--- config.mk ---
export PLATFORM = sky130hd
export DESIGN_NAME = mc_lc_block_sequencer
export DESIGN_NICKNAME = d
export VERILOG_FILES = /design/src/rtl/mc_lc_block_sequencer.sv
export SDC_FILE = /design/constraint.sdc
export NUM_CORES = 1
export LEC_CHECK = 0
export CAP_MARGIN = 20
export CORE_UTILIZATION = 45
export DETAILED_ROUTE_END_ITERATION = 6
export PLACE_DENSITY_LB_ADDON = 0.08
export SYNTH_ARGS = -nofsm -noshare
export SYNTH_HDL_FRONTEND = slang
export SYNTH_SLANG_ARGS = --single-unit
--- constraint.sdc ---
create_clock -name clk -period 2.7 [get_ports clk]
set_clock_uncertainty 0.2 [all_clocks]
set_input_delay 0.27 -clock clk [delete_from_list [all_inputs] [get_ports clk]]
set_output_delay 0.27 -clock clk [all_outputs]
set_load 0.05 [all_outputs]
--- src/rtl/mc_lc_block_sequencer.sv ---
`default_nettype none
// ============================================================================
// Module   : mc_lc_block_sequencer
// Purpose  : Issues the 24 4x4 block commands of a macroblock (Y0..Y15, Cb0..Cb3,
//            Cr0..Cr3). Tracks outstanding completions and pulses mb_done once
//            every block of the macroblock has completed.
// Revision : 1.0 - initial release
// ============================================================================
module mc_lc_block_sequencer #(
   parameter int MAX_OUTSTANDING = 2,
   parameter int MBW             = 7
) (
   input  logic           clk,
   input  logic           reset_n,
   input  logic           mb_start,
   input  logic [MBW-1:0] mb_x,
   input  logic [MBW-1:0] mb_y,
   output logic           mb_busy,
   output logic           mb_done,
   output logic           cmd_valid,
   input  logic           cmd_ready,
   output logic [1:0]     cmd_comp,
   output logic [3:0]     cmd_blk_idx,
   output logic           cmd_last,
   output logic [MBW-1:0] cmd_mb_x,
   output logic [MBW-1:0] cmd_mb_y,
   input  logic           rsp_valid,
   output logic           err
);

   localparam int            OW    = $clog2(MAX_OUTSTANDING + 1);
   localparam logic [OW-1:0] C_MAX = OW'(MAX_OUTSTANDING);
   localparam logic [OW-1:0] C_ONE = OW'(1);

   typedef enum logic [2:0] {
      S_IDLE    = 3'd0,
      S_ISSUE_Y = 3'd1,
      S_ISSUE_C = 3'd2,
      S_DRAIN   = 3'd3,
      S_DONE    = 3'd4
   } state_t;

   state_t         state_q, state_d;
   logic [3:0]     blk_cnt_q, blk_cnt_d;
   logic [OW-1:0]  outst_q, outst_d;
   logic           err_q, err_d;
   logic [MBW-1:0] mbx_q, mbx_d;
   logic [MBW-1:0] mby_q, mby_d;

   logic w_issuing;
   logic w_cmd_valid;
   logic w_hs;

   // Command valid depends only on registered state, so a same-cycle response
   // cannot open a slot; the freed slot is visible from the next cycle.
   assign w_issuing   = (state_q == S_ISSUE_Y) || (state_q == S_ISSUE_C);
   assign w_cmd_valid = w_issuing && (outst_q < C_MAX);
   assign w_hs        = w_cmd_valid && cmd_ready;

   // State, counters, sticky error and latched coordinates.
   always_ff @(posedge clk or negedge reset_n) begin
      if (!reset_n) begin
         state_q   <= S_IDLE;
         blk_cnt_q <= '0;
         outst_q   <= '0;
         err_q     <= 1'b0;
         mbx_q     <= '0;
         mby_q     <= '0;
      end else begin
         state_q   <= state_d;
         blk_cnt_q <= blk_cnt_d;
         outst_q   <= outst_d;
         err_q     <= err_d;
         mbx_q     <= mbx_d;
         mby_q     <= mby_d;
      end
   end

   // Outstanding count and error flag; a response with nothing outstanding is
   // flagged and cannot retire the command handshaking in the same cycle.
   always_comb begin
      outst_d = outst_q;
      err_d   = err_q;
      if (rsp_valid && (outst_q == '0)) begin
         err_d   = 1'b1;
         outst_d = w_hs ? C_ONE : '0;
      end else if (w_hs && !rsp_valid) begin
         outst_d = outst_q + C_ONE;
      end else if (!w_hs && rsp_valid) begin
         outst_d = outst_q - C_ONE;
      end
      if ((state_q == S_IDLE) && mb_start) begin
         err_d = 1'b0;
      end
   end

   // Next-state logic and block counter.
   always_comb begin
      state_d   = state_q;
      blk_cnt_d = blk_cnt_q;
      mbx_d     = mbx_q;
      mby_d     = mby_q;
      case (state_q)
         S_IDLE: begin
            if (mb_start) begin
               state_d   = S_ISSUE_Y;
               blk_cnt_d = '0;
               mbx_d     = mb_x;
               mby_d     = mb_y;
            end
         end
         S_ISSUE_Y: begin
            if (w_hs) begin
               if (blk_cnt_q == 4'd15) begin
                  state_d   = S_ISSUE_C;
                  blk_cnt_d = '0;
               end else begin
                  blk_cnt_d = blk_cnt_q + 4'd1;
               end
            end
         end
         S_ISSUE_C: begin
            if (w_hs) begin
               if (blk_cnt_q == 4'd7) begin
                  state_d   = S_DRAIN;
                  blk_cnt_d = '0;
               end else begin
                  blk_cnt_d = blk_cnt_q + 4'd1;
               end
            end
         end
         S_DRAIN: begin
            if (outst_d == '0) begin
               state_d = S_DONE;
            end
         end
         S_DONE: begin
            state_d = S_IDLE;
         end
         default: begin
            state_d = S_IDLE;
         end
      endcase
   end

   // Command fields decoded from the state and block counter.
   always_comb begin
      cmd_comp    = 2'd0;
      cmd_blk_idx = 4'd0;
      cmd_last    = 1'b0;
      if (state_q == S_ISSUE_Y) begin
         cmd_blk_idx = blk_cnt_q;
      end else if (state_q == S_ISSUE_C) begin
         cmd_comp    = blk_cnt_q[2] ? 2'd2 : 2'd1;
         cmd_blk_idx = {2'b00, blk_cnt_q[1:0]};
         cmd_last    = (blk_cnt_q == 4'd7);
      end
   end

   assign cmd_valid = w_cmd_valid;
   assign mb_busy   = (state_q != S_IDLE);
   assign mb_done   = (state_q == S_DONE);
   assign cmd_mb_x  = mbx_q;
   assign cmd_mb_y  = mby_q;
   assign err       = err_q;

endmodule
`default_nettype wire

**Word level (Yosys, flattened, before mapping)**

Index checks and enable logic that the tools add are counted.

- Flip-flop bits (word level): 24
- Bits in latches: 0
- Bits in writable memories: 0
- Bits in read-only memories: 0
- Input bits: 19
- Word-level logic and storage cells: 66
- Memories: 0

- $add $sub $neg: 3
- Multipliers: 0
- Divide/modulo/power cells: 0
- Magnitude comparators: 1
- Eq/ne operators: 12
- Shift-type cells: 0
- Multiplexer cells: 26
- Bitwise operators: 0
- Reductions and logical operators: 18

Operators with widths:

| cell | count |
|---|---|
| 4-bit 2-to-1 mux | 6 |
| 3-bit 2-to-1 mux | 6 |
| 2-bit 2-to-1 mux | 7 |
| 3-bit case mux with 4 select lines | 1 |
| 4-bit case mux with 3 select lines | 1 |
| 2-bit != test (second input constant) | 4 |
| 3-bit by 2-bit equality test with 1-bit output (second input constant) | 2 |
| 1-bit logical AND | 6 |
| 6-bit AND reduction | 1 |
| 3-bit nonzero test | 2 |
| 1-bit 2-to-1 mux | 5 |
| 4-bit by 1-bit adder with 4-bit output (second input constant) | 1 |
| 4-bit by 3-bit equality test with 1-bit output (second input constant) | 1 |
| 4-bit equality test (second input constant) | 1 |
| 2-bit logical NOT | 2 |
| 2-bit by 1-bit != test with 1-bit output (second input constant) | 2 |
| 4-bit AND reduction | 1 |
| 3-bit by 1-bit equality test with 1-bit output (second input constant) | 1 |
| 3-bit equality test (second input constant) | 1 |
| 3-bit logical NOT | 1 |
| 2-bit by 1-bit adder with 2-bit output (second input constant) | 1 |
| 1-bit logical NOT | 2 |
| 2-bit less-than comparator (second input constant) | 1 |
| 2-bit AND reduction | 1 |
| other kinds (3) | 3 |

**Longest topological paths before layout**

- Word-level depth: 12
- Depth in mapped cells: 6
- Gate-level depth less buffers: 6

**Worst setup path before layout**

Ideal clock, no wire load.

- Kind: reg-to-output
- Start point: register state_q[0]
- End point: output port cmd_last
- Arrival: 2.227 ns
- Path slack: 0.003 ns
- Stages on the path, launching flop included: 5
- Buffers on the path: 1
- Cells stage by stage: dfrtp_1 > buf_6 > inv_1 > nand2_1 > nor4_1

- Word-level cells in the longest chain between the ends: 3
- Elaborated cells on any way between the ends: 4
- Classes of those cells: 2 x eq/ne; 2 x mux

Ends and longest elaborated chain:

| item | RTL line | RTL |
|---|---|---|
| start, declared | 43 | `state_t state_q, state_d;` |
| start signal, assigned | 70 | `state_q <= state_d;` |
| 3-bit by 2-bit equality test with 1-bit output | 153 | `end else if (state_q == S_ISSUE_C) begin` |
| 1-bit 2-to-1 mux | 153 |  |
| 1-bit 2-to-1 mux (*) | 151 | `if (state_q == S_ISSUE_Y) begin` |
| end, declared | 24 | `output logic cmd_last,` |

Mark *: on every way between the ends. The rest lies on a longest branch, timed or not.

**Worst setup path after layout**

- Start point: register state_q[1]
- End point: output port cmd_blk_idx[2]

- Word-level cells in the longest chain between the ends: 2

Ends and longest elaborated chain:

| item | RTL line | RTL |
|---|---|---|
| 3-bit by 1-bit equality test with 1-bit output | 151 |  |
| 4-bit 2-to-1 mux | 151 |  |
| end, declared | 23 | `output logic [3:0] cmd_blk_idx,` |

No other way between the ends.

==> results.cfg <==
[setup_path]
start_kind = register
end_kind = output pin
critical_path_arrival_ns = 2.13
cp_max_fo = 8
regToRegStartpoint = outst_q[1]
worstPathRequired_ns = 2.23
path_class = register to output pin
crit_path_start = state_q[1]

[clocking]
cts_tree = built
clock-sinks = 24
htreeDepth = 1
root_buffer = clkbuf_4
cts_setup_buffers = 0
ctsLongestPathBuffers = 2
cts_hold_buf = 0
clk_pin_slew_ns = 0.14
clk_latency_ns = 0.33
numCtsBuffers = 3

[sta]
setup_tns_ns = 0
slew_headroom_pct = 65.9
period_needed_ns = 2.60
tightest_slew_ns = 0.510
setup_slack_ns = 0.102
fmax_ghz = 0.385
rsz0062_at_grt = no
setup_viol = 0
finalCritPeriodShare_pct = 96.2
slew_violations = 0
hold_violations = 0

[die]
core_um2 = 2590
fp.dieW_um = 55.4
ioPinCount = 44
fp.dieH_um = 55.4
die-area_um2 = 3060
initial_core_util_pct = 49.5
rows = 18

[place]
dp_worst_setup_slack_ns = 0.307
dpl.hpwl_mm = 2.18
port_buffers = 43
gp_congestion = 0.869
place_area_um2 = 1740

[route]
drt_iter0_markers = 70
via_per_inst = 5.53
drc = 0
routedWlPerCell_um = 15.0
dr.pass1.iters = 4
drt_wl_total_mm = 2.91
routed-via-count = 1072
final_antenna_net_count = 0

[cells_and_area]
seqCellArea_um2 = 601
antenna_cells = 0
postLayoutCoreUtil_pct = 69.3
final_common_cell = clkdlybuf4s50_1
final_area_um2 = 1800
fillCellCount = 213
drive_gt1_share_pct = 18.3
area_growth_pct = 40.1
multi_input_area_um2 = 618
final_cell_mix = clkdlybuf4s50_1 (35), dfrtp_1 (24), nor2_1 (13), mux2_2 (13)
nNetsFinal = 186

[grt]
grt_overflow = 0
grt_pass1_wl_mm = 5.13
track_usage_pct = 21.0
grt_max_degree = 25
antenna_found_initial = 0
grt_pass1_vias = 1158

[yosys]
avgSynthCellArea_um2 = 10.8
netlist_area_um2 = 1280
synthTopCellsByArea = dfrtp_1 (47%), mux2_2 (11%), nor2_1 (3.8%)
synth-seq-cells = 24
synthCells = 119
ys_warn_count = 0
yosysUniqueCellTypes = 40
synth.largest_area_cell = dfrtp_1
syn-num-nets = 140
synth_top_area_share_pct = 46.9
synthArstFlopShare_pct = 100
yosys_most_used_dff = dfrtp_1
synth_edf_count = 0
synth-seq-area-share_pct = 46.9

[min_path]
hp-class = input pin to asynchronous set/reset pin

[run_status]
status = finished, final reports clean

[flow_run]
drv_cap = 0
## routing by layer
metal / part of all wire [%] / global-route usage [%]
met3: 3.8 / 2.81
met1: 43 / 26.0
met2: 52 / 36.1
met5: 0 / 0
met4: 1.6 / 9.64
## cell usage after synthesis (2+ instances only)
library cell and instances:
nor4_1 2, nor3_1 2, buf_2 2, nor2b_1 2, inv_1 7, nand3_1 4
dfrtp_1 24, nor3b_1 3, a32o_1 2, nor2_1 13, mux2_2 13, o21ai_0 2
mux2_1 3, nand2_1 7, ha_1 2, a21oi_1 6, mux2i_1 2
## critical path, cell delays in order, from the launching register on
cell	delay (ns)
dfrtp_1	0.54
inv_1	0.21
nand2_1	0.11
nor2_1	0.13
clkdlybuf4s50_1	0.81
## state kept, by name (all words and copies together), names as in the netlist
signal	count
err	1
state_q	3
cmd_mb_x	7
outst_q	2
blk_cnt_q	4
cmd_mb_y	7
## cells by family (layout without fill, tap and decap cells)
group	after synthesis	in the layout	share of synthesized area (%)
AOI/OAI and AO/OA	19	19	10.9
xor gates and xnor gates	2	2	2.83
adders and majority gates	2	2	1.95
buffers and inverters	13	58	4.88
DFF	24	24	46.9
muxes	18	18	15.6
and+or+nand+nor	41	41	16.9
## layout make-up
type	instances	share of cell area, %
multi-input cells	82	34.4
flip-flops and latches	24	33.4
repair buffers	46	25.4
well taps	30	2.09
clock inverters	1	1.67
inverters	8	1.67
clock buffers	3	1.25
## per-stage QoR
step | instances | hold slack (ns)
detailed placement | 190 | 0.278
global placement | 190 | 0.267
finish | 194 | 0.0791
CTS | 194 | 0.0952
floorplan | 119 | -0.226
global route | 194 | 0.105
## timing repair
action | CTS | global route
setup endpoints to repair | 3 | 4
pin swaps | 0 | 0
hold endpoints to repair | 0 | 0
resized for setup | 3 | 4
gates cloned | 0 | 0
## path summary, 6_finish.rpt
kind                                   to  slack, ns  cells past startpoint
min                            outst_q[0]       0.08                      2
min in group clk              cmd_mb_x[4]       0.30                      1
max reg2reg                    state_q[1]       0.47                      5
max in group asynchronous     cmd_mb_y[2]       1.99                      2
min reg2reg                   cmd_mb_x[4]       0.30                      1
max                        cmd_blk_idx[2]       0.10                      4
Power is not shown: default switching activity piles up to over one toggle a cycle in this logic, so the estimate is an artifact.
